`src/rtl/router_pkg.sv`:
```
// Shared definitions for the router packet protocol: state encoding,
// field widths and the header byte layout.
package router_pkg;

   localparam int PKT_DATA_W   = 8;
   localparam int PKT_LEN_W    = 6;
   localparam int PKT_MAX_ADDR = 2;

   localparam int HDR_ADDR_LSB = 0;
   localparam int HDR_ADDR_MSB = 1;
   localparam int HDR_LEN_LSB  = 2;
   localparam int HDR_LEN_MSB  = 7;

   typedef enum logic [2:0] {
      ST_IDLE    = 3'd0,
      ST_FILL    = 3'd1,
      ST_HEADER  = 3'd2,
      ST_PAYLOAD = 3'd3,
      ST_PARITY  = 3'd4,
      ST_DONE    = 3'd5
   } tx_state_e;

   function automatic logic [PKT_DATA_W-1:0] make_header(
      input logic [PKT_LEN_W-1:0] len,
      input logic [1:0]           addr
   );
      logic [PKT_DATA_W-1:0] h;
      h = '0;
      h[HDR_LEN_MSB:HDR_LEN_LSB]   = len;
      h[HDR_ADDR_MSB:HDR_ADDR_LSB] = addr;
      return h;
   endfunction

endpackage

```
`src/rtl/pkt_tx_buf.sv`:
```
// Payload staging buffer: synchronous write, asynchronous read, no reset on
// the storage array.
module pkt_tx_buf #(
   parameter int DATA_W = 8,
   parameter int AW     = 6,
   parameter int DEPTH  = 64
) (
   input  logic              clk,
   input  logic              wr_en_i,
   input  logic [AW-1:0]     wr_addr_i,
   input  logic [DATA_W-1:0] wr_data_i,
   input  logic [AW-1:0]     rd_addr_i,
   output logic [DATA_W-1:0] rd_data_o
);

   logic [DATA_W-1:0] mem_q [DEPTH];

   always_ff @(posedge clk) begin
      if (wr_en_i) begin
         mem_q[wr_addr_i] <= wr_data_i;
      end
   end

   assign rd_data_o = mem_q[rd_addr_i];

endmodule

```
`src/rtl/pkt_tx.sv`:
```
// Packet source for the router input port: buffers a payload, then sends
// header, payload and parity while honouring the router's busy signal.
//
// state   | meaning
// IDLE    | waiting for start; rejects illegal destinations with err
// FILL    | accepting payload bytes into the buffer
// HEADER  | presenting {len,addr} with pkt_valid
// PAYLOAD | presenting buffered bytes with pkt_valid
// PARITY  | presenting running XOR with pkt_valid low
// DONE    | one-cycle done pulse, then back to IDLE
module pkt_tx
   import router_pkg::*;
#(
   parameter int DATA_W   = PKT_DATA_W,
   parameter int LEN_W    = PKT_LEN_W,
   parameter int DEPTH    = 2**PKT_LEN_W,
   parameter int MAX_ADDR = PKT_MAX_ADDR
) (
   input  logic              clk,
   input  logic              reset,
   input  logic              start,
   input  logic [1:0]        dest_addr,
   input  logic [LEN_W-1:0]  pay_len,
   input  logic              pld_valid,
   input  logic [DATA_W-1:0] pld_data,
   output logic              pld_ready,
   input  logic              busy,
   input  logic              abort,
   output logic [DATA_W-1:0] data_out,
   output logic              pkt_valid,
   output logic              tx_idle,
   output logic              done,
   output logic              err
);

   tx_state_e         state_q, state_d;
   logic [LEN_W-1:0]  wr_ptr_q, wr_ptr_d;
   logic [LEN_W-1:0]  rd_ptr_q, rd_ptr_d;
   logic [DATA_W-1:0] parity_q, parity_d;
   logic [1:0]        addr_q, addr_d;
   logic [LEN_W-1:0]  len_q, len_d;
   logic              err_q, err_d;

   logic              wr_en;
   logic [DATA_W-1:0] rd_data;
   logic [DATA_W-1:0] hdr;
   logic [LEN_W-1:0]  len_m1;

   assign hdr    = make_header(len_q, addr_q);
   assign len_m1 = len_q - 1'b1;

   pkt_tx_buf #(
      .DATA_W (DATA_W),
      .AW     (LEN_W),
      .DEPTH  (DEPTH)
   ) u_buf (
      .clk       (clk),
      .wr_en_i   (wr_en),
      .wr_addr_i (wr_ptr_q),
      .wr_data_i (pld_data),
      .rd_addr_i (rd_ptr_q),
      .rd_data_o (rd_data)
   );

   always_ff @(posedge clk or posedge reset) begin
      if (reset) begin
         state_q  <= ST_IDLE;
         wr_ptr_q <= '0;
         rd_ptr_q <= '0;
         parity_q <= '0;
         addr_q   <= '0;
         len_q    <= '0;
         err_q    <= 1'b0;
      end else begin
         state_q  <= state_d;
         wr_ptr_q <= wr_ptr_d;
         rd_ptr_q <= rd_ptr_d;
         parity_q <= parity_d;
         addr_q   <= addr_d;
         len_q    <= len_d;
         err_q    <= err_d;
      end
   end

   always_comb begin
      state_d   = state_q;
      wr_ptr_d  = wr_ptr_q;
      rd_ptr_d  = rd_ptr_q;
      parity_d  = parity_q;
      addr_d    = addr_q;
      len_d     = len_q;
      err_d     = 1'b0;
      wr_en     = 1'b0;
      data_out  = '0;
      pkt_valid = 1'b0;
      pld_ready = 1'b0;

      case (state_q)
         ST_IDLE: begin
            if (start) begin
               if (dest_addr > 2'(MAX_ADDR)) begin
                  err_d = 1'b1;
               end else begin
                  addr_d   = dest_addr;
                  len_d    = pay_len;
                  parity_d = '0;
                  wr_ptr_d = '0;
                  rd_ptr_d = '0;
                  state_d  = (pay_len != '0) ? ST_FILL : ST_HEADER;
               end
            end
         end
         ST_FILL: begin
            pld_ready = 1'b1;
            if (pld_valid) begin
               wr_en    = 1'b1;
               wr_ptr_d = wr_ptr_q + 1'b1;
               if (wr_ptr_q == len_m1) begin
                  state_d = ST_HEADER;
               end
            end
         end
         ST_HEADER: begin
            pkt_valid = 1'b1;
            data_out  = hdr;
            if (!busy) begin
               parity_d = parity_q ^ hdr;
               state_d  = (len_q != '0) ? ST_PAYLOAD : ST_PARITY;
            end
         end
         ST_PAYLOAD: begin
            pkt_valid = 1'b1;
            data_out  = rd_data;
            if (!busy) begin
               parity_d = parity_q ^ rd_data;
               rd_ptr_d = rd_ptr_q + 1'b1;
               if (rd_ptr_q == len_m1) begin
                  state_d = ST_PARITY;
               end
            end
         end
         ST_PARITY: begin
            data_out = parity_q;
            if (!busy) begin
               state_d = ST_DONE;
            end
         end
         ST_DONE: begin
            state_d = ST_IDLE;
         end
         default: begin
            state_d = ST_IDLE;
         end
      endcase

      // Abandon wins over every normal transition; the buffer write is dropped too.
      if (abort && (state_q != ST_IDLE)) begin
         state_d  = ST_IDLE;
         wr_ptr_d = '0;
         rd_ptr_d = '0;
         wr_en    = 1'b0;
      end
   end

   assign tx_idle = (state_q == ST_IDLE);
   assign done    = (state_q == ST_DONE);
   assign err     = err_q;

endmodule

```
`config.mk`:
```
export PLATFORM = sky130hd
export DESIGN_NAME = pkt_tx
export DESIGN_NICKNAME = d
export VERILOG_FILES = /design/src/rtl/router_pkg.sv /design/src/rtl/pkt_tx_buf.sv /design/src/rtl/pkt_tx.sv
export SDC_FILE = /design/constraint.sdc
export NUM_CORES = 1
export LEC_CHECK = 0
export CAP_MARGIN = 20
export CORE_MARGIN = 3
export CORE_UTILIZATION = 30
export DETAILED_ROUTE_END_ITERATION = 16
export MAX_ROUTING_LAYER = met4
export PLACE_DENSITY = 0.41
export SYNTH_ARGS = -nofsm -noshare
export SYNTH_HDL_FRONTEND = slang
export SYNTH_SLANG_ARGS = --single-unit
```
`constraint.sdc`:
```
create_clock -name clk -period 5.3 [get_ports clk]
set_clock_uncertainty 0.15 [all_clocks]
set_input_delay 1.06 -clock clk [delete_from_list [all_inputs] [get_ports clk]]
set_output_delay 1.06 -clock clk [all_outputs]
set_load 0.01 [all_outputs]
```
**Word-level counts from Yosys, hierarchy flattened**

Memories as Yosys holds them, arrays and structs flattened.
Index checks and enable logic that the tools add are counted.

- Reductions and logical operators: 14
- Add/subtract/negate cells: 3
- Multiply operators: 0
- Equality and inequality tests: 19
- Multiplexer cells: 36
- Bitwise operators: 3
- $lt $le $gt $ge: 1
- Shift operators: 0
- Div/mod/pow operators: 0

Operators by type and width:

| operator | number |
|---|---|
| $pmux 8 s3 | 2 |
| $mux 6 | 6 |
| $mux 8 | 4 |
| $mux 3 | 10 |
| $pmux 6 s2 | 2 |
| $ne 3x3->1 const B | 6 |
| $xor 8x8->8 | 2 |
| $pmux 3 s5 | 1 |
| $add 6x1->6 const B | 2 |
| $eq 6x6->1 | 2 |
| $reduce_bool 3->1 | 4 |
| $reduce_bool 6->1 | 2 |
| $mux 1 | 10 |
| $ne 2x2->1 const B | 4 |
| $reduce_and 4->1 | 2 |
| $reduce_and 8->1 | 1 |
| $eq 3x2->1 const B | 2 |
| $eq 3x3->1 const B | 2 |
| $ne 3x2->1 const B | 2 |
| $sub 6x1->6 const B | 1 |
| $reduce_and 5->1 | 1 |
| $eq 3x1->1 const B | 1 |
| $logic_not 3->1 | 1 |
| $reduce_and 3->1 | 1 |
| other kinds (5) | 5 |

- Memories: 1
- Flip-flop bits (word level): 32
- Output and inout bits: 13
- Bits in read-only memories: 0
- Word-level logic and storage cells: 84
- RAM bits: 512
- Bits of input ports: 22
- Latch bits: 0

Memories:

| memory | depth | width | rd ports | clocked after memory_dff | write ports | line | text |
|---|---|---|---|---|---|---|---|
| u_buf.mem_q | 64 | 8 | 1 | 0 | 1 | pkt_tx_buf.sv:16 | `logic [DATA_W-1:0] mem_q [DEPTH];` |

**Longest topological paths before layout**

Gate-level depths: netlist of the first run.

- Depth after elaboration: 6
- Gate-level depth with buffers: 10
- Gate-level depth less buffers: 8

**By module**

From an unflattened synthesis of the first run, not the netlist that was laid out.

- Cell total of the unflattened synthesis: 1,185
- Area, all modules: 22,097.4 µm²

By module, submodules not included:

| module | area an instance (µm²) | times used | cells each | sequential area each (µm²) |
|---|---|---|---|---|
| pkt_tx_buf | 20,006.7 | 1 | 932 | 15,374.7 |
| pkt_tx | 2,090.8 | 1 | 253 | 800.8 |

**Worst setup path after synthesis of the first run**

No wires, ideal clock.

- Path type: input to register
- From: in abort
- To: mem u_buf.mem_q[62][0] (enable)
- Arrival: 2.898 ns
- Stages on the path: 6
- Slack: 1.882 ns
- Buffers on the path: 2
- Data required time: 4.780 ns
- Setup time: 0.370 ns
- Cells stage by stage: clkbuf_1 or4b_1 clkbuf_1 nor3_1 nand3_1 nor2_1

- Longest elaborated chain between the ends: 4

RTL lines:

| element | line | text |
|---|---|---|
| start: declaration | pkt_tx.sv:28 | `input logic abort,` |
| $logic_and 1x1->1 | pkt_tx.sv:157 | `if (abort && (state_q != ST_IDLE)) begin` |
| $mux 1 | pkt_tx.sv:157 |  |
| $mux 1 | pkt_tx_buf.sv:19 | `if (wr_en_i) begin` |
| $mux 1 (not written as such) | pkt_tx_buf.sv:20 | `mem_q[wr_addr_i] <= wr_data_i;` |
| end: declaration | pkt_tx_buf.sv:16 |  |

Every way passes these cells.

**Worst setup path after layout of the first run**

- From: reg rd_ptr_q[2]
- To: out data_out[7]

- Longest elaborated chain between the ends: 2

RTL lines:

| element | line | text |
|---|---|---|
| start: declaration | pkt_tx.sv:38 | `logic [LEN_W-1:0] rd_ptr_q, rd_ptr_d;` |
| start signal: assignment | pkt_tx.sv:77 | `rd_ptr_q <= rd_ptr_d;` |
| $mem_v2 64x8 | n/a |  |
| $pmux 8 s3 | pkt_tx.sv:98 | `case (state_q)` |
| end: declaration | pkt_tx.sv:29 | `output logic [DATA_W-1:0] data_out,` |

Every way passes these cells.

==> results.sh, run 1 <==
export IMPL_grt_pass1_wl_um=91600
export IMPL_dr_pass1_iters=5
export IMPL_pwr_density_cell_nw_per_um2=392
export IMPL_place_area_um2=24500
export IMPL_drt_iter0_drc=962
export IMPL_async_reset_ff_frac=0.0588
export IMPL_track_usage=0.166
export IMPL_status="completed"
export IMPL_final_antenna_net_count=0
export IMPL_drc=0
export IMPL_netlist_instances=1346
export IMPL_final_cell_mix="edfxtp_1, mux2i_1, nor2_1, buf_4, a22oi_1"
export IMPL_yosysSeqAreaShare=0.714
export IMPL_grt_max_degree=65
export IMPL_path_clk_slew_ns=0.06
export IMPL_power_mw=10.4
export IMPL_cp_common_cell="buf_12"
export IMPL_row_count=100
export IMPL_coreArea_um2=74600
export IMPL_clk_latency_ns=0.62
export IMPL_worstPathRequired_ns=4.09
export IMPL_worst_pin_slew_ns=0.827
export IMPL_design_area_um2=26600
export IMPL_synth_edf_count=512
export IMPL_io_pins=35
export IMPL_cts_root_buf="clkbuf_16"
export IMPL_vias=12400
export IMPL_relSlewSlack=0.447
export IMPL_slowest_delay_ns=0.63
export IMPL_post_drt_wl_per_cell_um=25.6
export IMPL_path_class="reg2out"
export IMPL_avgViaCountPerCell=5.02
export IMPL_max_vdd_ir_drop_uv=233
export IMPL_startpoint_type="register"
export IMPL_tns_ns=0
export IMPL_dieArea_um2=78800
export IMPL_avgSynthCellArea_um2=16.8
export IMPL_period_needed_ns=5.07
export IMPL_fin_util=0.356
export IMPL_synth_cell_area_um2=22600
export IMPL_syn_num_nets=1371
export IMPL_htreeDepth=2
export IMPL_setup_viol=0
export IMPL_grt_pass1_vias=12500
export IMPL_max_freq_ghz=0.197
export IMPL_crit_arrival_ns=3.86
export IMPL_rsz0062_at_grt="no"
export IMPL_crit_path_max_fanout=29
export IMPL_period_share=0.956
export IMPL_yosysWarnings=0
export IMPL_synth_cell_types=64
export IMPL_path_buf_inv=3
export IMPL_die_h_um=281
export IMPL_clkSinkCount=544
export IMPL_gr_total_overflow=0
export IMPL_ys_seq_elements=544
export IMPL_layout_commonest_cell="edfxtp_1"
export IMPL_cp_top_family="buffers and inverters"
export IMPL_areaGrowthSynthToFinish_pct=17.4
export IMPL_slowest_stage="clkdlybuf4s50_1"
export IMPL_leakage_nw=8.45
export IMPL_gp_congestion=0.821
export IMPL_dp_hpwl_um=41100
export IMPL_dieWidth_um=281
export IMPL_antennaDiodeCount=0
export IMPL_cts_buffers=60
export IMPL_clk_path_buf_depth=3
export IMPL_end_kind="output port"
export IMPL_synthFlopType="edfxtp_1"
export IMPL_drv_slew=0
export IMPL_crit_path_cell_trace="buf_12 -> buf_12 -> mux2i_1 -> a22oi_1 -> nand3_1 -> and3_1 -> and2_1 -> o32ai_1 -> clkdlybuf4s50_1"
export IMPL_layout_drive_gt1_share=0.183
export IMPL_cap_violations=0
export IMPL_cts_tree="done"
export IMPL_nets=1485
export IMPL_io_buffers=34
export IMPL_antenna_found_initial=0
export IMPL_wl_um=63400
export IMPL_start_util=0.304
export IMPL_hold_class="reg2reg"
export IMPL_finalHoldViolCount=0
export IMPL_hold_slack_ns=0.426
==> cell families (layout without fill, tap and decap cells) <==
kind of cell    after synthesis  count (layout)  synth area share
flops                       544             544             0.714
simple gates                292             292            0.0612
mux                         216             216             0.134
compound gates              169             169            0.0553
buf+inv                     105             270            0.0258
xor+xnor                     17              17           0.00779
fa+ha+maj                     3               3           0.00166
==> cells in the mapped netlist (all sizes together) (3+ instances only) <==
cell,instances,share of area
or3b,3,0.0012
a22oi,73,0.024
o21ai,12,0.0027
nor3,9,0.0022
xnor2,8,0.0031
a22o,10,0.0039
mux2i,149,0.066
or3,5,0.0014
o221ai,8,0.0031
ha,3,0.0017
nand3b,3,0.00099
nor2,122,0.020
and3,19,0.0052
o32ai,9,0.0035
and2,10,0.0028
xor2,7,0.0027
nand2,46,0.0076
mux2,3,0.0017
edfxtp,512,0.68
inv,7,0.0012
buf,55,0.017
a221oi,8,0.0031
mux4,64,0.066
clkbuf,42,0.0072
nor3b,5,0.0021
o21a,3,0.00099
a21oi,24,0.0053
nor2b,9,0.0025
nand4,10,0.0028
a2bb2oi,8,0.0031
dfrtp,32,0.035
nand3,41,0.0091
nand2b,4,0.0011
==> cell type report <==
class,count,area [µm²]
tap,969,1210
fill,7047,48000
timing repair buffer,150,1290
clock inverter,31,328
inverter,7,26.3
sequential,544,16200
multi-input combinational,697,5900
clock buffer,82,1640
==> metrics by stage <==
stage,setup WS [ns],std cells
after CTS,0.156,2480
after global placement,0.318,2359
after detailed placement,0.365,2360
after global routing,0.0366,2480
final,0.231,2480
after floorplan,1.88,1346
==> worst register-to-register path, stage by stage (launching register included) <==
cell     delay (ns)
dfrtp_1        0.51
or4b_1         0.76
nor2_1         0.35
nand3_1        0.63
nor2_1         0.34
buf_4          0.24
==> power breakdown <==
part | internal (mW) | total, mW | leakage, nW | switching, mW
clock | 2.45 | 4.14 | 0.952 | 1.69
combinational | 0.585 | 1.32 | 2.49 | 0.731
sequential | 4.79 | 4.96 | 5.01 | 0.173
==> per-layer routing <==
| metal | vias to the layer above | global-route usage | part of all wire |
|---|---|---|---|
| li1 | 5585 | - | - |
| met1 | 6520 | 0.230 | 0.47 |
| met2 | 262 | 0.260 | 0.47 |
| met3 | 75 | 0.0263 | 0.040 |
| met4 | 0 | 0.0370 | 0.019 |
| met5 | - | - | 0 |
==> flip-flops by register name, indices dropped and copies added, names as in the netlist <==
register and count:
u_buf.mem_q 512, parity_q 8, len_q 6, rd_ptr_q 6, wr_ptr_q 6, state_q 3
addr_q 2, err 1
==> worst paths after layout <==
| path | endpoint | cells after the start | slack [ns] | from |
|---|---|---|---|---|
| min reg2reg | addr_q[0] | 2 | 0.43 | addr_q[0] |
| max reg2reg | u_buf.mem_q[45][0] | 5 | 2.03 | state_q[1] |
| max | data_out[7] | 9 | 0.23 | rd_ptr_q[2] |
| min | addr_q[0] | 2 | 0.43 | addr_q[0] |
| min in group asynchronous | parity_q[2] | 3 | 0.72 | reset |
| max in group asynchronous | rd_ptr_q[2] | 3 | 3.91 | reset |
==> what timing repair did <==
action	in CTS	in global routing
endpoints found under the setup margin	6	0
hold buffers	0	0
resized for setup	2	0
setup buffers	7	0
No activity file was read; power rests on OpenSTA's default activity.
==> run 2, diff against run 1 <==
--- a/config.mk
+++ b/config.mk
@@ -9,6 +9,8 @@
 export CORE_MARGIN = 3
 export CORE_UTILIZATION = 30
 export DETAILED_ROUTE_END_ITERATION = 16
+export GPL_ROUTABILITY_DRIVEN = 0
+export GPL_TIMING_DRIVEN = 0
 export MAX_ROUTING_LAYER = met4
 export PLACE_DENSITY = 0.41
 export SYNTH_ARGS = -nofsm -noshare
==> run 2 against run 1 <==
Non-clock buffer count decreased by 1. Clock-buffer cell count decreased by 6. Flip-flop and latch count unchanged. Final area decreased by 0.90%. Critical path type unchanged. Setup slack got worse by 0.13 ns.
==> results.sh, run 2 (synthesized netlist as in run 1, its figures left out) <==
export IMPL_grt_pass1_vias=12500
export IMPL_cts_tree="done"
export IMPL_holdPathStages=2
export IMPL_max_freq_ghz=0.192
export IMPL_ff2ff_path_depth=6
export IMPL_row_count=100
export IMPL_grt_max_degree=47
export IMPL_max_vdd_ir_drop_uv=208
export IMPL_post_drt_wl_per_cell_um=26.1
export IMPL_top_regs="u_buf.mem_q x512, parity_q x8"
export IMPL_htreeDepth=2
export IMPL_path_clk_slew_ns=0.07
export IMPL_track_usage=0.168
export IMPL_final_antenna_net_count=0
export IMPL_dieArea_um2=78800
export IMPL_final_cell_mix="edfxtp_1, mux2i_1, nor2_1, a22oi_1, clkbuf_16"
export IMPL_clkSinkCount=544
export IMPL_drc=0
export IMPL_clk_path_buf_depth=3
export IMPL_worst_pin_slew_ns=0.956
export IMPL_io_pins=35
export IMPL_fin_util=0.353
export IMPL_period_needed_ns=5.20
export IMPL_hold_class="reg2reg"
export IMPL_grt_pass1_wl_um=92000
export IMPL_startpoint_type="register"
export IMPL_cts_hold_buf=0
export IMPL_end_kind="output port"
export IMPL_finalHoldViolCount=0
export IMPL_start_util=0.304
export IMPL_coreArea_um2=74600
export IMPL_crit_arrival_ns=3.99
export IMPL_areaGrowthSynthToFinish_pct=16.3
export IMPL_cts_buffers=59
export IMPL_dp_hpwl_um=43600
export IMPL_nets=1483
export IMPL_leakage_nw=8.26
export IMPL_hold_path_endpoint="addr_q[0]"
export IMPL_layout_commonest_cell="edfxtp_1"
export IMPL_hp_start="addr_q[0]"
export IMPL_gr_total_overflow=0
export IMPL_path_class="reg2out"
export IMPL_worstPathRequired_ns=4.09
export IMPL_die_h_um=281
export IMPL_period_share=0.982
export IMPL_cts_root_buf="clkbuf_16"
export IMPL_clk_latency_ns=0.64
export IMPL_pwr_density_cell_nw_per_um2=397
export IMPL_relSlewSlack=0.360
export IMPL_timing_rr_start="state_q[2]"
export IMPL_layout_drive_gt1_share=0.151
export IMPL_cap_violations=0
export IMPL_reg2reg_slack_ns=1.51
export IMPL_drt_iter0_drc=961
export IMPL_status="completed"
export IMPL_avgViaCountPerCell=5.02
export IMPL_antenna_found_initial=1
export IMPL_antennaDiodeCount=0
export IMPL_io_buffers=33
export IMPL_regMostFlops="u_buf.mem_q"
export IMPL_dr_pass1_iters=6
export IMPL_vias=12400
export IMPL_r2r_end="u_buf.mem_q[54][7]"
export IMPL_setup_viol=0
export IMPL_largest_reg_flops=512
export IMPL_tns_ns=0
export IMPL_crit_path_max_fanout=10
export IMPL_dieWidth_um=281
export IMPL_drv_slew=0
export IMPL_rsz0062_at_grt="no"
export IMPL_wl_um=64600
==> run 2: cell types whose count changed in the layout (fill, tap and decap cells not counted), sizes merged <==
cell / before / now
buf: 124 / 82
clkbuf: 82 / 117
clkinv: 19 / 23
clkinvlp: 3 / 2
dlygate4sd1: 0 / 1
clkdlybuf4s50: 26 / 25
inv: 10 / 8
==> run 2: metrics by stage <==
stage	setup slack (ns)	cells	cell area [µm²]	total power, mW	hold slack (ns)
floorplan	1.88	1346	22600	5.90	0.361
global placement	0.423	2348	24200	6.45	0.411
detailed placement	0.422	2356	24300	6.46	0.399
CTS	0.00377	2473	26300	10.6	0.411
global route	0.00293	2474	26300	10.9	0.463
finish	0.0960	2474	26300	10.5	0.413
==> run 2: how the worst max path moves through the flow <==
stage,from,end,cells after the start
6_report,rd_ptr_q[1],data_out[7],10
5_1_grt,rd_ptr_q[3],data_out[7],9
4_1_cts,rd_ptr_q[2],data_out[6],12
3_5_place_dp,rd_ptr_q[0],data_out[7],11
3_3_place_gp,rd_ptr_q[0],data_out[7],11
2_1_floorplan,abort,u_buf.mem_q[62][0],6
==> run 2: layer usage <==
layer,part of all wire,up-vias,track usage
li1,-,5567,-
met1,0.46,6464,0.229
met2,0.47,295,0.261
met3,0.054,90,0.0311
met4,0.021,0,0.0425
met5,0,-,-
==> run 2: layout make-up <==
cell class              instances  area (µm²)
fillers                      7117       48200
inverters                       7        26.3
clock inverters                32         339
multi-input cells             697        5930
flip-flops and latches        544       16200
plain buffers                  98         584
well taps                     969        1210
repair buffers                 51         526
clock buffers                  76        1540
==> run 2: critical path, cell delays in order (launching register included) <==
cell,delay [ns]
dfrtp_1,0.34
buf_2,0.23
and3b_1,0.18
clkbuf_1,0.35
buf_2,0.41
a22o_1,0.26
a221oi_1,0.11
and3_1,0.23
and2_1,0.18
o32ai_2,0.44
clkdlybuf4s50_1,0.62
==> run 2: repair_timing <==
action	CTS	global route
gates resized for setup	11	11
setup endpoints to repair	8	6
buffers inserted	9	1
pin swaps	4	2
==> run 2: power by group <==
| group | total, mW | switching, mW | internal [mW] | leakage (nW) |
|---|---|---|---|---|
| clock network | 4.06 | 1.72 | 2.34 | 0.907 |
| logic | 1.57 | 0.926 | 0.645 | 2.33 |
| registers | 4.84 | 0.0539 | 4.78 | 5.02 |
